File: src/rtl/out_read_scheduler.sv
// Per-output round-robin read scheduler for the shared-memory switch.
// One lane per output port picks a non-empty input queue and reads it in bounded bursts.
`ifndef PORT_NUB_TOTAL
`define PORT_NUB_TOTAL 4
`endif

module out_read_lane #(
  parameter int PORT_NUB   = 4,
  parameter int WIDTH_SEL  = 2,
  parameter int MAX_BURST  = 4,
  parameter int RD_LATENCY = 1
) (
  input  logic                 clk,
  input  logic                 rst,
  input  logic                 sched_en,
  input  logic                 tx_ready,
  input  logic [PORT_NUB-1:0]  empty,
  output logic [WIDTH_SEL-1:0] rd_sel,
  output logic                 rd_en,
  output logic                 out_valid,
  output logic [WIDTH_SEL-1:0] out_src,
  output logic                 busy
);
  localparam int CW = $clog2(MAX_BURST + 1);

  typedef enum logic {IDLE, BURST} state_t;

  state_t                 state, state_n;
  logic [WIDTH_SEL-1:0]   ptr, ptr_n, cur, cur_n, winner, idx;
  logic [CW-1:0]          cnt, cnt_n;
  logic                   any_req;
  logic [RD_LATENCY:1]    vld_pipe;
  logic [RD_LATENCY:1][WIDTH_SEL-1:0] src_pipe;

  // Scan from ptr down to ptr+1 so the closest non-empty queue after ptr wins last.
  always_comb begin
    winner = ptr;
    idx    = '0;
    for (int k = PORT_NUB; k >= 1; k--) begin
      idx = WIDTH_SEL'((int'(ptr) + k) % PORT_NUB);
      if (!empty[idx]) winner = idx;
    end
  end

  assign any_req = |(~empty);
  assign rd_en   = (state == BURST) && sched_en && tx_ready && !empty[cur];
  assign rd_sel  = cur;
  assign busy    = (state == BURST);

  always_comb begin
    state_n = state;
    ptr_n   = ptr;
    cur_n   = cur;
    cnt_n   = cnt;
    unique case (state)
      IDLE: begin
        if (sched_en && any_req) begin
          cur_n   = winner;
          cnt_n   = '0;
          state_n = BURST;
        end
      end
      BURST: begin
        if (!sched_en || empty[cur]) begin
          state_n = IDLE;
          ptr_n   = cur;
        end else if (!tx_ready) begin
          state_n = BURST;
        end else if (cnt == CW'(MAX_BURST - 1)) begin
          state_n = IDLE;
          ptr_n   = cur;
        end else begin
          cnt_n = cnt + CW'(1);
        end
      end
      default: state_n = IDLE;
    endcase
  end

  always_ff @(posedge clk) begin
    if (rst) begin
      state <= IDLE;
      ptr   <= WIDTH_SEL'(PORT_NUB - 1);
      cur   <= '0;
      cnt   <= '0;
    end else begin
      state <= state_n;
      ptr   <= ptr_n;
      cur   <= cur_n;
      cnt   <= cnt_n;
    end
  end

  // Tag pipeline tracks the memory read latency; only reset flushes it.
  always_ff @(posedge clk) begin
    if (rst) begin
      vld_pipe <= '0;
      src_pipe <= '0;
    end else begin
      for (int s = RD_LATENCY; s >= 2; s--) begin
        vld_pipe[s] <= vld_pipe[s-1];
        src_pipe[s] <= src_pipe[s-1];
      end
      vld_pipe[1] <= rd_en;
      src_pipe[1] <= rd_en ? cur : '0;
    end
  end

  assign out_valid = vld_pipe[RD_LATENCY];
  assign out_src   = src_pipe[RD_LATENCY];
endmodule

module out_read_scheduler #(
  parameter int PORT_NUB   = `PORT_NUB_TOTAL,
  parameter int WIDTH_SEL  = $clog2(PORT_NUB),
  parameter int MAX_BURST  = 4,
  parameter int RD_LATENCY = 1
) (
  input  logic                          clk,
  input  logic                          rst,
  input  logic                          sched_en,
  input  logic [PORT_NUB*PORT_NUB-1:0]  empty,
  input  logic [PORT_NUB-1:0]           tx_ready,
  output logic [WIDTH_SEL*PORT_NUB-1:0] rd_sel,
  output logic [PORT_NUB-1:0]           rd_en,
  output logic [PORT_NUB-1:0]           out_valid,
  output logic [WIDTH_SEL*PORT_NUB-1:0] out_src,
  output logic [PORT_NUB-1:0]           busy
);
  for (genvar i = 0; i < PORT_NUB; i++) begin : g_lane
    out_read_lane #(
      .PORT_NUB   (PORT_NUB),
      .WIDTH_SEL  (WIDTH_SEL),
      .MAX_BURST  (MAX_BURST),
      .RD_LATENCY (RD_LATENCY)
    ) u_lane (
      .clk       (clk),
      .rst       (rst),
      .sched_en  (sched_en),
      .tx_ready  (tx_ready[i]),
      .empty     (empty[i*PORT_NUB +: PORT_NUB]),
      .rd_sel    (rd_sel[i*WIDTH_SEL +: WIDTH_SEL]),
      .rd_en     (rd_en[i]),
      .out_valid (out_valid[i]),
      .out_src   (out_src[i*WIDTH_SEL +: WIDTH_SEL]),
      .busy      (busy[i])
    );
  end
endmodule

File: config.mk
export PLATFORM = sky130hd
export DESIGN_NAME = out_read_scheduler
export DESIGN_NICKNAME = d
export VERILOG_FILES = /design/src/rtl/out_read_scheduler.sv
export SDC_FILE = /design/constraint.sdc
export NUM_CORES = 1
export LEC_CHECK = 0
export CORE_AREA = 2 2 75 77
export DETAILED_ROUTE_END_ITERATION = 10
export DIE_AREA = 0 0 77 79
export HOLD_SLACK_MARGIN = 0.02
export PLACE_DENSITY = 0.74
export SLEW_MARGIN = 20
export SYNTH_ARGS = -nofsm -noshare
export SYNTH_HDL_FRONTEND = slang
export SYNTH_SLANG_ARGS = --single-unit
File: constraint.sdc
create_clock -name clk -period 4.6 [get_ports clk]
set_input_delay 0.46 -clock clk [delete_from_list [all_inputs] [get_ports clk]]
set_output_delay 0.46 -clock clk [all_outputs]
set_load 0.01 [all_outputs]
======== Word level (Yosys, flattened, before mapping) ========
Cells that the tools add are included.
operators by class
  $add $sub $neg .......................... 20
  $lt $le $gt $ge ......................... 20
  eq/ne operators ......................... 20
  mux-type cells .......................... 108
  bitwise logic cells ..................... 12
  reductions and logical operators ........ 53
operators by type and width
  kind                   number
  $lt A2 B3 Y1 const B   20
  $mux W2                28
  $mux W3                16
  $bmux W1 S2            20
  $mux W1                36
  $ne A2 B2 Y1 const B   12
  $pmux W3 S2            4
  $add A2 B1 Y2 const B  8
  $add A2 B2 Y2 const B  8
  $logic_and A1 B1 Y1    16
  $not A4 Y4             4
  $reduce_and A4 Y1      4
  $reduce_bool A2 Y1     8
  $reduce_or A4 Y1       4
  $add A3 B1 Y3 const B  4
  $eq A3 B2 Y1 const B   4
  $reduce_and A3 Y1      4
  $ne A2 B1 Y1 const B   4
  $not A1 Y1             8
  $pmux W1 S2            4
  $reduce_and A2 Y1      4
  $reduce_or A2 Y1       4
  $logic_not A1 Y1       5
  $logic_or A1 B1 Y1     4
word-level totals
  register bits after elaboration ......... 44
  input bits .............................. 23
  output and inout port bits .............. 28

======== Depth between registers and ports, before layout ========
  depth after elaboration ................. 7
  gate-level depth with buffers ........... 6
  mapped depth without buffers ............ 6

======== By module ========
From an unflattened synthesis, not the netlist that was laid out.
second synthesis, totals
  cells, all modules ...................... 244
  area, all modules ....................... 2,357.3 sq um
by module, submodules not included
  module         times used  cells an instance  area each (sq um)
  out_read_lane  4           61                 589.3

======== Least setup slack after synthesis ========
Ideal clock, no wire load.
  path kind ............................... flip-flop to output port
  start ................................... reg g_lane[2].u_lane.cur[1]
  end ..................................... out rd_en[2]
  arrival ................................. 1.183 ns
  data required time ...................... 4.140 ns
  path slack .............................. 2.957 ns
  stages on the path, launching flop included .. 5
  path buffers ............................ 1
  cells stage by stage .................... dfxtp_1 mux2_4 a2bb2oi_4 nor2_1 buf_4
between the ends
  word-level cells in the longest chain between the ends .. 4
ends and longest elaborated chain
  what                           RTL line  RTL
  start, declared                29        logic [WIDTH_SEL-1:0] ptr, ptr_n, cur, cur_n, winner, idx;
  start signal, assigned         89        cur <= cur_n;
  $bmux W1 S2                    46        assign rd_en = (state == BURST) && sched_en && tx_ready && !empty[cur];
  $mux W1 (implied by the code)  46
  $logic_not A1 Y1               46
  $logic_and A1 B1 Y1            46
  end, declared                  125       output logic [PORT_NUB-1:0] rd_en,
No other way between the ends. The select of a mux whose other input is x is not followed.

======== Final worst setup path ========
  start ................................... in sched_en
  end ..................................... out rd_en[1]
between the ends
  word-level cells in the longest chain between the ends .. 3
ends and longest elaborated chain
  what                               RTL line  RTL
  start, declared                    121       input logic sched_en,
  $logic_and A1 B1 Y1 (3 in series)  46
No other way between the ends.

==> flow_metrics.tcl <==
set metrics [dict create \
    leakagePower_nw 1.22 \
    netlist_area_mm2 0.00248 \
    fin_crit_sh 0.610 \
    pre_cts_ws_ps 1800 \
    layout_setup_ws_ps 1790 \
    sw_frac_of_total 0.255 \
    cp_slowest_stage_delay_ps 690 \
    clkLatencyLatePin_ps 290 \
    ant_nets 0 \
    drv_cap 0 \
    cts_buffer_depth 2 \
    worstSetupStartpoint "sched_en" \
    outcome "completed" \
    hpwl_mm 3.54 \
    crit_type "in2out" \
    area.growth.synth_to_final_pct 24.5 \
    nFillCells 518 \
    layout_commonest_cell "clkdlybuf4s50_1" \
    ys_async_sr_fraction 0 \
    path_max_fanout 15 \
    drt_iter0_markers 136 \
    vdd_drop_max_mv 0.130 \
    cpMostUsedCell "clkdlybuf4s50_1" \
    clk_pin_slew_ps 80 \
    critical_path.cell_chain "clkdlybuf4s50_1 > and2_1 > a22oi_2 > nor2_1 > clkdlybuf4s50_1" \
    die_h_um 79 \
    ys_warn_count 0 \
    fin_crit_ps 2810 \
    vias 2072 \
    yosysSeqAreaShare 0.355 \
    drt_first_pass_iters 4 \
    r2r_end "g_lane[1].u_lane.cnt[0]" \
    r2r_slack_ps 2910 \
    cts_resized 0 \
    tightestPinTransition_ps 538 \
    syn_avg_cell_area_um2 9.02 \
    setup_viol 0 \
    viasPerCell 5.34 \
    rsz0062_at_grt "no" \
    synth_compound_area_frac 0.185 \
    hold_viol 0 \
    r2r-start "g_lane[1].u_lane.rd_sel[1]" \
    synth_fa_ha_area_frac 0.0404 \
    combinationalPowerShare 0.188 \
    routabilityCongestion 0.803 \
    startpoint_type "input port" \
    cts_root_buf "clkbuf_8" \
    hp-class "reg2reg" \
    seq_power_share 0.465 \
    hold_start "g_lane[0].u_lane.cnt[2]" \
    slew_viol_final 0 \
    grt_max_degree 50 \
    muxShareOfSynthArea 0.101 \
    synth_flop_cell "dfxtp_1" \
    die_x_um 77 \
    portBuffers 50 \
    ff2ff_path_depth 4 \
    grt_pass1_wl_mm 8.25 \
    max_freq_mhz 356 \
    synth_cells 275 \
    die_area_mm2 0.00608 \
    cp.arrival_ps 2350 \
    synth-xor-area-share 0 \
    fin_tns_setup_ps 0 \
    relSlewSlack 0.640 \
    endpoint_kind "output port" \
    initial_core_util 0.465 \
    std_cell_rows 27 \
    boundaryPins 51 \
    drc 0 \
    yosys.area_share.simple 0.251 \
    wirelength_mm 4.83 \
    skew_ps 2.57 \
    clock_power_share 0.347 \
    p_sw_w 0.000234 \
    diodes 0 \
    h-tree-depth 2 \
    track_usage 0.165 \
    antenna_found_initial 0 \
    cp-endpoint "rd_en[1]" \
    grt_pass1_vias 1892 \
    layout_common_cells "clkdlybuf4s50_1 (50), dfxtp_1 (44), nor2_1 (25), nand2_1 (19), mux2i_1 (18)" \
    wl_per_cell_um 12.4 \
    ys_ff_latch 44 \
    internal_power_w 0.000686 \
    synth_nets 306 \
    cts_tree "done" \
    nNetsFinal 346 \
    synth_edf_count 0 \
    drive_above_1_share 0.101 \
    grt_overflow 0 \
    cts_buffers 5 \
    crit_required_ps 4140 \
    synth_cell_types 54 \
    core-area_mm2 0.00534 \
    synth_top_family_by_area "simple AND/OR/NAND/NOR gates" \
    post-cts-setup-buffer-count 0 \
    postCtsHoldBufs 0 \
    cts.sinks 44 \
    power.density_mw_per_mm2 298 \
    critPathSlowestCell "clkdlybuf4s50_1" \
]
## critical path: cells and delay by family
family | cells | cell delay, ps
buffers and inverters | 2 | 1170
AND/OR/NAND/NOR | 2 | 420
AO/OA/AOI/OAI | 1 | 300
## worst min path at each step
stage / end / slack (ps) / cells past startpoint
6_report: g_lane[0].u_lane.cnt[2] / 470 / 2
5_1_grt: g_lane[0].u_lane.cnt[2] / 490 / 2
4_1_cts: g_lane[0].u_lane.cnt[2] / 470 / 2
3_5_place_dp: g_lane[0].u_lane.cnt[2] / 460 / 2
3_3_place_gp: g_lane[3].u_lane.cnt[2] / 450 / 2
2_1_floorplan: g_lane[0].u_lane.cnt[2] / 440 / 2
## area by class of cell
type	instances	area, um^2	area share
Tap cell	72	90.1	0.0292
Clock buffer	7	96.3	0.0312
Inverter	13	48.8	0.0158
Multi-Input combinational cell	200	1430	0.464
Timing Repair Buffer	51	508	0.165
Clock inverter	1	30.0	0.00972
Sequential cell	44	881	0.285
## power groups by stage
stage	clock [W]	sequential (W)	combinational, W
final	0.000320	0.000428	0.000173
after global routing	0.000352	0.000433	0.000190
after CTS	0.000331	0.000428	0.000174
after detailed placement	0	0.000437	0.000173
after global placement	0	0.000436	0.000170
after floorplan	0	0.000432	0.000111
## through the flow
stage | hold slack (ps) | cell area, um^2 | utilization | std cells | total power, W
6_report | 466 | 3090 | 0.579 | 388 | 0.000920
4_1_cts | 472 | 3090 | 0.579 | 388 | 0.000932
2_1_floorplan | 438 | 2480 | - | 275 | 0.000544
3_5_place_dp | 460 | 2960 | 0.555 | 380 | 0.000609
5_1_grt | 486 | 3090 | 0.579 | 388 | 0.000974
3_3_place_gp | 449 | 2960 | 0.555 | 380 | 0.000606
## Yosys cell counts (all sizes together), types with 4 or more instances
cell | instances | share of area
dfxtp | 44 | 0.36
nor2 | 25 | 0.038
nand2 | 19 | 0.029
mux2i | 18 | 0.073
and2 | 16 | 0.041
buf | 13 | 0.039
inv | 13 | 0.020
nor2b | 9 | 0.023
o21ai | 9 | 0.020
ha | 8 | 0.040
nand2b | 8 | 0.020
a21oi | 7 | 0.014
mux2 | 6 | 0.029
nor3 | 6 | 0.017
clkbuf | 5 | 0.0076
nor3b | 5 | 0.015
nand3 | 4 | 0.0081
o21ba | 4 | 0.016
## routing by layer
metal / vias up / wire (um) / track usage / part of all wire
met2: 42 / 2310 / 0.280 / 0.48
met3: 5 / 202 / 0.0420 / 0.042
met1: 964 / 2260 / 0.208 / 0.47
met5: - / 0 / 0 / 0
li1: 1061 / - / - / -
met4: 0 / 54 / 0.0482 / 0.011
## flip-flops by register name (all words and copies together), names as in the netlist
name and flops:
g_lane.u_lane.busy 4, g_lane.u_lane.cnt 12, g_lane.u_lane.out_src 8, g_lane.u_lane.out_valid 4
g_lane.u_lane.ptr 8, g_lane.u_lane.rd_sel 8
## logic make-up (layout without fill, tap and decap cells)
kind of cell / count (synthesis) / in the layout
AND/OR/NAND/NOR: 112 / 112
flip-flops: 44 / 44
AO/OA/AOI/OAI: 56 / 56
multiplexers: 24 / 24
adder cells (fa/ha/maj): 8 / 8
buffers and inverters: 31 / 72
(Power assumes the default switching activity.)
